--- config.mk ---
export PLATFORM = sky130hd
export DESIGN_NAME = fetch_unit
export DESIGN_NICKNAME = d
export VERILOG_FILES = /design/src/rtl/fetch_unit.sv
export SDC_FILE = /design/constraint.sdc
export NUM_CORES = 1
export LEC_CHECK = 0
export BUFFER_PORTS_ARGS = -buffer_cell sky130_fd_sc_hd__buf_2
export CAP_MARGIN = 15
export CORE_ASPECT_RATIO = 0.75
export CORE_MARGIN = 5
export CORE_UTILIZATION = 30
export CTS_BUF_LIST = sky130_fd_sc_hd__clkbuf_4
export DETAILED_ROUTE_END_ITERATION = 10
export MAX_ROUTING_LAYER = met4
export SLEW_MARGIN = 10
export SYNTH_ARGS = -nofsm -noshare
export SYNTH_HDL_FRONTEND = slang
export SYNTH_SLANG_ARGS = --single-unit
--- constraint.sdc ---
create_clock -name clk -period 27.1 [get_ports clk]
set_input_delay 4.065 -clock clk [delete_from_list [all_inputs] [get_ports clk]]
set_output_delay 4.065 -clock clk [all_outputs]
set_load 0.01 [all_outputs]
--- src/rtl/fetch_unit.sv ---
// fetch_unit: instruction fetch front end with a DEPTH-entry prefetch queue.
// Optional FETCH_ALIGN_FAULT_EN: sticky fault flag on misaligned redirect.
module fetch_unit #(
  parameter int ADDR_W = 32,
  parameter int DATA_W = 32,
  parameter int DEPTH = 4,
  parameter logic [ADDR_W-1:0] RESET_PC = '0
) (
  input  logic              clk,
  input  logic              reset,
  output logic              imem_req,
  output logic [ADDR_W-1:0] imem_addr,
  input  logic              imem_gnt,
  input  logic              imem_rvalid,
  input  logic [DATA_W-1:0] imem_rdata,
  input  logic              redirect,
  input  logic [ADDR_W-1:0] redirect_addr,
  output logic              out_valid,
  input  logic              out_ready,
  output logic [DATA_W-1:0] out_instr,
  output logic [ADDR_W-1:0] out_pc,
  output logic [ADDR_W-1:0] out_pc_plus8,
  output logic              fault
);

  localparam int PW = $clog2(DEPTH);
  localparam int CW = PW + 1;
  localparam logic [CW-1:0] FULL = CW'(DEPTH);

  localparam logic [1:0] S_IDLE = 2'd0;
  localparam logic [1:0] S_PEND = 2'd1;
  localparam logic [1:0] S_RESP = 2'd2;
  localparam logic [1:0] S_DISC = 2'd3;

  localparam logic [ADDR_W-1:0] WMASK = ~ADDR_W'(3);
  localparam logic [ADDR_W-1:0] FOUR = ADDR_W'(4);
  localparam logic [ADDR_W-1:0] EIGHT = ADDR_W'(8);

  logic [1:0]        state, state_d;
  logic [ADDR_W-1:0] fetch_pc;
  logic [ADDR_W-1:0] resp_pc;
  logic [ADDR_W-1:0] tgt_pc;

  logic [DATA_W-1:0] q_instr [DEPTH];
  logic [ADDR_W-1:0] q_pc [DEPTH];
  logic [ADDR_W-1:0] q_pc8 [DEPTH];

  logic [PW-1:0] rd_ptr, wr_ptr;
  logic [CW-1:0] count, count_after;
  logic          deq, enq;

  assign imem_req = (state == S_PEND);
  assign imem_addr = fetch_pc;

  assign out_valid = (count != '0);
  assign out_instr = q_instr[rd_ptr];
  assign out_pc = q_pc[rd_ptr];
  assign out_pc_plus8 = q_pc8[rd_ptr];

  assign deq = out_valid && out_ready;
  assign enq = (state == S_RESP) && imem_rvalid && !redirect;

  // fetch_pc advanced at gnt and is frozen until the response lands
  assign resp_pc = fetch_pc - FOUR;
  assign tgt_pc = redirect_addr & WMASK;
  assign count_after = count + CW'(enq) - CW'(deq);

  // next-state logic of the request/response handshake
  always_comb begin
    state_d = state;
    unique case (state)
      S_IDLE: begin
        if (redirect || count < FULL)
          state_d = S_PEND;
      end
      S_PEND: begin
        if (redirect)
          state_d = imem_gnt ? S_DISC : S_IDLE;
        else if (imem_gnt)
          state_d = S_RESP;
      end
      S_RESP: begin
        if (redirect)
          state_d = imem_rvalid ? S_IDLE : S_DISC;
        else if (imem_rvalid)
          state_d = (count_after < FULL) ? S_PEND : S_IDLE;
      end
      S_DISC: begin
        if (imem_rvalid)
          state_d = S_IDLE;
      end
      default: state_d = S_IDLE;
    endcase
  end

  // state register and fetch PC
  always_ff @(posedge clk or posedge reset) begin
    if (reset) begin
      state <= S_IDLE;
      fetch_pc <= RESET_PC;
    end else begin
      state <= state_d;
      if (redirect)
        fetch_pc <= tgt_pc;
      else if (state == S_PEND && imem_gnt)
        fetch_pc <= fetch_pc + FOUR;
    end
  end

  // prefetch queue pointers and occupancy; redirect flush wins
  always_ff @(posedge clk or posedge reset) begin
    if (reset) begin
      rd_ptr <= '0;
      wr_ptr <= '0;
      count <= '0;
    end else if (redirect) begin
      rd_ptr <= '0;
      wr_ptr <= '0;
      count <= '0;
    end else begin
      if (enq)
        wr_ptr <= wr_ptr + PW'(1);
      if (deq)
        rd_ptr <= rd_ptr + PW'(1);
      count <= count_after;
    end
  end

  // queue storage, cleared on reset so outputs read zero
  always_ff @(posedge clk or posedge reset) begin
    if (reset) begin
      for (int i = 0; i < DEPTH; i++) begin
        q_instr[i] <= '0;
        q_pc[i] <= '0;
        q_pc8[i] <= '0;
      end
    end else if (enq) begin
      q_instr[wr_ptr] <= imem_rdata;
      q_pc[wr_ptr] <= resp_pc;
      q_pc8[wr_ptr] <= resp_pc + EIGHT;
    end
  end

`ifdef FETCH_ALIGN_FAULT_EN
  logic fault_q;

  // sticky flag for a redirect target that is not word aligned
  always_ff @(posedge clk or posedge reset) begin
    if (reset)
      fault_q <= 1'b0;
    else if (redirect && redirect_addr[1:0] != 2'b00)
      fault_q <= 1'b1;
  end

  assign fault = fault_q;
`else
  assign fault = 1'b0;
`endif

endmodule

**Word level (Yosys, flattened, before mapping)**

Cells that the tools add are included.

- Memory bits (writable): 0
- Latch bits: 0
- Memories kept: 0
- Register bits: 425
- Input port bits: 70
- Logic and storage cells: 82
- Output and inout port bits: 131
- Bits in read-only memories: 0

- Mux-type cells: 31
- Bitwise logic cells: 2
- Div/mod/pow operators: 0
- Reduce and logical (&&, ||, !) cells: 13
- Add/sub/neg operators: 7
- Multiply operators: 0
- Order comparisons: 5
- Eq/ne operators: 7
- Shift-type cells: 0

Operators with widths:

| kind | count |
|---|---|
| $bwmux 128 | 3 |
| $mux 32 | 9 |
| $bmux 32 s2 | 3 |
| $demux 32 s2 | 1 |
| $add 32x3->32 const B | 1 |
| $add 32x4->32 const B | 1 |
| $sub 32x3->32 const B | 1 |
| $mux 2 | 12 |
| $pmux 2 s4 | 1 |
| $ge 3x3->1 const B | 2 |
| $lt 3x3->1 const B | 2 |
| $not 2->3 | 2 |
| $reduce_bool 2->1 | 3 |
| $logic_and 1x1->1 | 5 |
| $add 2x1->2 const B | 2 |
| $eq 2x2->1 const B | 2 |
| $ne 2x2->1 const B | 2 |
| $reduce_and 4->1 | 1 |
| $add 3x1->3 | 1 |
| $lt 3x1->1 const B | 1 |
| $mux 3 | 1 |
| $ne 3x1->1 const B | 1 |
| $ne 3x3->1 const B | 1 |
| $reduce_bool 3->1 | 1 |
| other kinds (6) | 6 |

**Depth between registers and ports, before layout**

- Depth after elaboration: 10
- Gate-level depth with buffers: 15
- Gate-level depth less buffers: 12

**Least setup slack after synthesis**

OpenSTA, ideal clock, no wires.

- Kind: input to register
- From: in imem_rvalid
- To: reg state[0]
- Setup time: 123 ps
- Buffers on the path: 0
- Required time: 26977 ps
- Slack: 20931 ps
- Stages: 12
- Arrival: 6046 ps
- Cells stage by stage: nand2_1 -> nor3_1 -> inv_1 -> ha_1 -> inv_1 -> ha_1 -> inv_1 -> fa_1 -> xnor2_1 -> nor2_1 -> nor2_1 -> o221a_2

- Cells in the longest elaborated chain, start to end: 9
- Elaborated cells between the ends (all ways): 13
- Classes of those cells: 2 x add/sub; 1 x order compare; 2 x eq/ne; 5 x mux; 3 x reduce/logical

RTL lines:

| what | RTL line | text |
|---|---|---|
| from (decl) | 14 | `input logic imem_rvalid,` |
| $logic_and 1x1->1 (2 in a row) | 61 | `assign enq = (state == S_RESP) && imem_rvalid && !redirect;` |
| $add 3x1->3 | 66 | `assign count_after = count + CW'(enq) - CW'(deq);` |
| $sub 3x1->3 | 66 |  |
| $lt 3x3->1 | 86 | `state_d = (count_after < FULL) ? S_PEND : S_IDLE;` |
| $mux 1 | 86 |  |
| $mux 2 | 85 | `else if (imem_rvalid)` |
| $mux 2 | 83 | `if (redirect)` |
| $pmux 2 s4 | 71 | `unique case (state)` |
| to (signal assigned) | 102 | `state <= state_d;` |
| to (decl) | 39 | `logic [1:0] state, state_d;` |

Several ways; a longest one is shown, not always the timed one. The select of a mux whose other input is x is not followed.
A chain may end at the register's enable or synchronous reset.

**Worst setup path after layout**

- From: reg rd_ptr[0]
- To: out out_pc_plus8[20]

- Cells in the longest elaborated chain, start to end: 4

RTL lines:

| what | RTL line | text |
|---|---|---|
| from (decl) | 48 | `logic [PW-1:0] rd_ptr, wr_ptr;` |
| from (signal assigned) | 124 | `rd_ptr <= rd_ptr + PW'(1);` |
| $not 2->3 (not written as such) | 58 | `assign out_pc_plus8 = q_pc8[rd_ptr];` |
| $bmux 32 s2 | 58 |  |
| $mux 32 (not written as such) (2 in a row) | 58 |  |
| to (decl) | 22 | `output logic [ADDR_W-1:0] out_pc_plus8,` |

No other way between the ends. The select of a mux whose other input is x is not followed.

==> flow_summary.yaml <==
run_status:
  status: "finished clean"
critical_path:
  start_kind: "register"
  crit_type: "register to output pin"
  critPathCapture: "out_pc_plus8[20]"
  arrival_ps: 3980
  r2r_end: "q_pc8[61]$_DFFE_PP0P_"
  end_kind: "output pin"
  crit_required_ps: 23030
  ff2ff_path_depth: 7
  reg2reg_from: "imem_addr[2]$_DFFE_PP0N_"
  crit_path_max_fanout: 40
  reg2reg_slack_ps: 22360
  startpoint: "rd_ptr[0]$_DFFE_PP0P_"
pwr:
  p_seq_frac: 0.420
  share_comb_of_total_power: 0.299
  pwr-share-clk: 0.281
  p_int_mw: 1.23
  irDropWorstVdd_mv: 0.0339
  switching_share: 0.341
  p_leak_nw: 10.7
  power.switching_uw: 639
  p_per_area_nw_per_um2: 83.2
synthesis:
  synth-adder-area-share: 0.00677
  synth_cell_types: 70
  yosys_warnings: 0
  synth_enable_flop_cells: 0
  synthXorXnorAreaFrac: 0.0308
  synth-simple-area-share: 0.185
  ys.flop_type: "dfrtp_1"
  yosysSeqAreaShare: 0.515
  postSynthRegisterBits: 403
  muxShareOfSynthArea: 0.148
  synthesis.area_um2: 19600
  synthArstFlopShare: 1.00
  syn_inst: 1871
  synth_top_family_by_area: "simple AND/OR/NAND/NOR gates"
  avgSynthCellArea_um2: 10.5
  synth_compound_area_frac: 0.0792
global_routing:
  grt_pass1_wl_mm: 90.0
  antenna_found_initial: 2
  grt_overflow: 0
  track_usage: 0.165
  grt_start_max_net_pins: 127
  grt_pass1_vias: 15600
die:
  die_area_um2: 70500
  die_y_um: 231
  core_um2: 65000
  io_pins: 201
  std_cell_rows: 81
  initial_utilization: 0.301
  die_w_um: 305
clocking:
  clockBufferDepth: 3
  post_cts_buffers: 0
  cts_made_buffers: 109
  htree_levels: 3
  clock_latency_ps: 880
  numClockSinks: 403
  cts_tree: "built"
  hold_buffers: 0
  cts_resized: 0
  cts_root_buffer: "clkbuf_4"
  clk_pin_slew_ps: 70
layout:
  final_nets: 2125
  drive_gt1_frac: 0.269
  final_cell_mix: "nand2_1, dfrtp_1, buf_2, clkbuf_4, o21ai_0"
  fin_util: 0.347
  layout_commonest_cell: "nand2_1"
  final_area_um2: 22500
  area_growth_pct: 15.0
  fillers: 6415
drt:
  avgViaCountPerCell: 5.05
  via_count: 15100
  wl_per_cell_um: 19.2
  drc: 0
  drt-initial-drc-count: 1131
  wl_mm: 57.3
  ant_nets: 0
  drtPass1Iterations: 5
timing:
  finalSetupTns_ps: 0
  worst_pin_slew_ps: 1110
  clock_skew_ps: 78.4
  setup_violations: 0
  rsz0062_at_grt: "no"
  finalCriticalPeriod_ps: 8050
  report.final.slew_viol_count: 0
  fmax_mhz: 124
  period_share: 0.297
  slew-limit-headroom: 0.260
  hold_viol: 0
  fin_hold_ws_ps: 469
place:
  postPlaceCellArea_um2: 21200
  gp_congestion: 0.807
  dp_hpwl_mm: 36.0
  numPortBuffers: 191
run:
  maxCapViolCount: 0
worst_hold_path:
  hp-class: "register to register"
-- registers in the layout, indices dropped and copies added, names as in the netlist --
register,cells
wr_ptr,2
q_pc8,119
q_pc,117
state,2
rd_ptr,2
q_instr,128
count,3
imem_addr,30
-- Yosys cell counts, drive strengths merged, types with 4 or more instances --
cell | n | area [µm²]
a221o | 24 | 240
a211o | 5 | 43.8
nand2b | 7 | 43.8
nor4 | 31 | 209
nand4 | 22 | 138
or4 | 25 | 199
nor2 | 67 | 251
nand4b | 4 | 35.0
ha | 9 | 113
a22oi | 7 | 52.6
buf | 42 | 224
or3 | 13 | 81.3
dfrtp | 403 | 10100
and2 | 17 | 106
and3 | 5 | 31.3
xnor2 | 37 | 332
mux2 | 75 | 845
a21oi | 7 | 35.0
or2 | 7 | 46.3
clkbuf | 111 | 417
nor4b | 5 | 65.1
nand3 | 26 | 130
nor3 | 27 | 140
o31ai | 6 | 45.0
o21ai | 141 | 706
nand2 | 547 | 2050
o211ai | 4 | 30.0
a21o | 29 | 218
mux4 | 91 | 2050
xor2 | 31 | 272
inv | 14 | 52.6
-- worst min path at each step --
| stage | end | depth (start not counted) | slack, ps | start |
|---|---|---|---|---|
| global placement | q_instr[74]$_DFFE_PP0P_ | 2 | 450 | q_instr[74]$_DFFE_PP0P_ |
| finish | q_pc[59]$_DFFE_PP0P_ | 1 | 470 | q_pc[59]$_DFFE_PP0P_ |
| CTS | q_pc[59]$_DFFE_PP0P_ | 1 | 470 | q_pc[59]$_DFFE_PP0P_ |
| floorplan | q_instr[32]$_DFFE_PP0P_ | 2 | 440 | q_instr[32]$_DFFE_PP0P_ |
| detailed placement | q_instr[52]$_DFFE_PP0P_ | 2 | 460 | q_instr[52]$_DFFE_PP0P_ |
| global route | q_instr[52]$_DFFE_PP0P_ | 2 | 480 | q_instr[52]$_DFFE_PP0P_ |
-- area by class of cell --
type	instances	area, µm²	area share
sequential	403	10100	0.448
multi-input combinational	1307	8860	0.393
clock buffer	160	1200	0.0533
timing repair buffer	210	1100	0.0488
tap	871	1090	0.0484
clock inverter	19	108	0.00478
inverter	14	60.1	0.00267
antenna	7	17.5	0.000778
-- critical path: stages (launching register included) --
cell,delay [ps]
dfrtp_4,700
buf_4,710
buf_4,830
mux4_2,690
buf_2,180
-- power groups by stage --
stage	registers (mW)	clock network (mW)	logic, mW
2_1_floorplan	0.758	0	0.382
3_5_place_dp	0.797	0	0.576
3_3_place_gp	0.789	0	0.568
5_1_grt	0.800	0.584	0.619
4_1_cts	0.786	0.551	0.577
6_report	0.787	0.527	0.560
-- per-stage QoR --
stage	total power [mW]	std cells	setup WS, ps
after global routing	2.00	2990	18610
final	1.87	2991	19050
after floorplan	1.14	1877	11830
after CTS	1.91	2984	18760
after global placement	1.36	2805	19740
after detailed placement	1.37	2805	19730
-- kinds of logic after synthesis --
group | Yosys count
XOR/XNOR | 68
multiplexers | 166
adder cells (fa/ha/maj) | 10
buffers and inverters | 167
AND/OR/NAND/NOR | 814
AO/OA/AOI/OAI | 242
flip-flops | 403
other | 1
-- metal layers --
| metal | vias to the layer above | wire length (µm) | global-route usage | share of wire |
|---|---|---|---|---|
| met5 | - | 0 | - | 0 |
| met2 | 460 | 27000 | 0.258 | 0.47 |
| met3 | 103 | 4060 | 0.0445 | 0.071 |
| li1 | 6912 | - | - | - |
| met1 | 7623 | 25100 | 0.215 | 0.44 |
| met4 | 0 | 1210 | 0.0457 | 0.021 |
(Power assumes the default switching activity.)
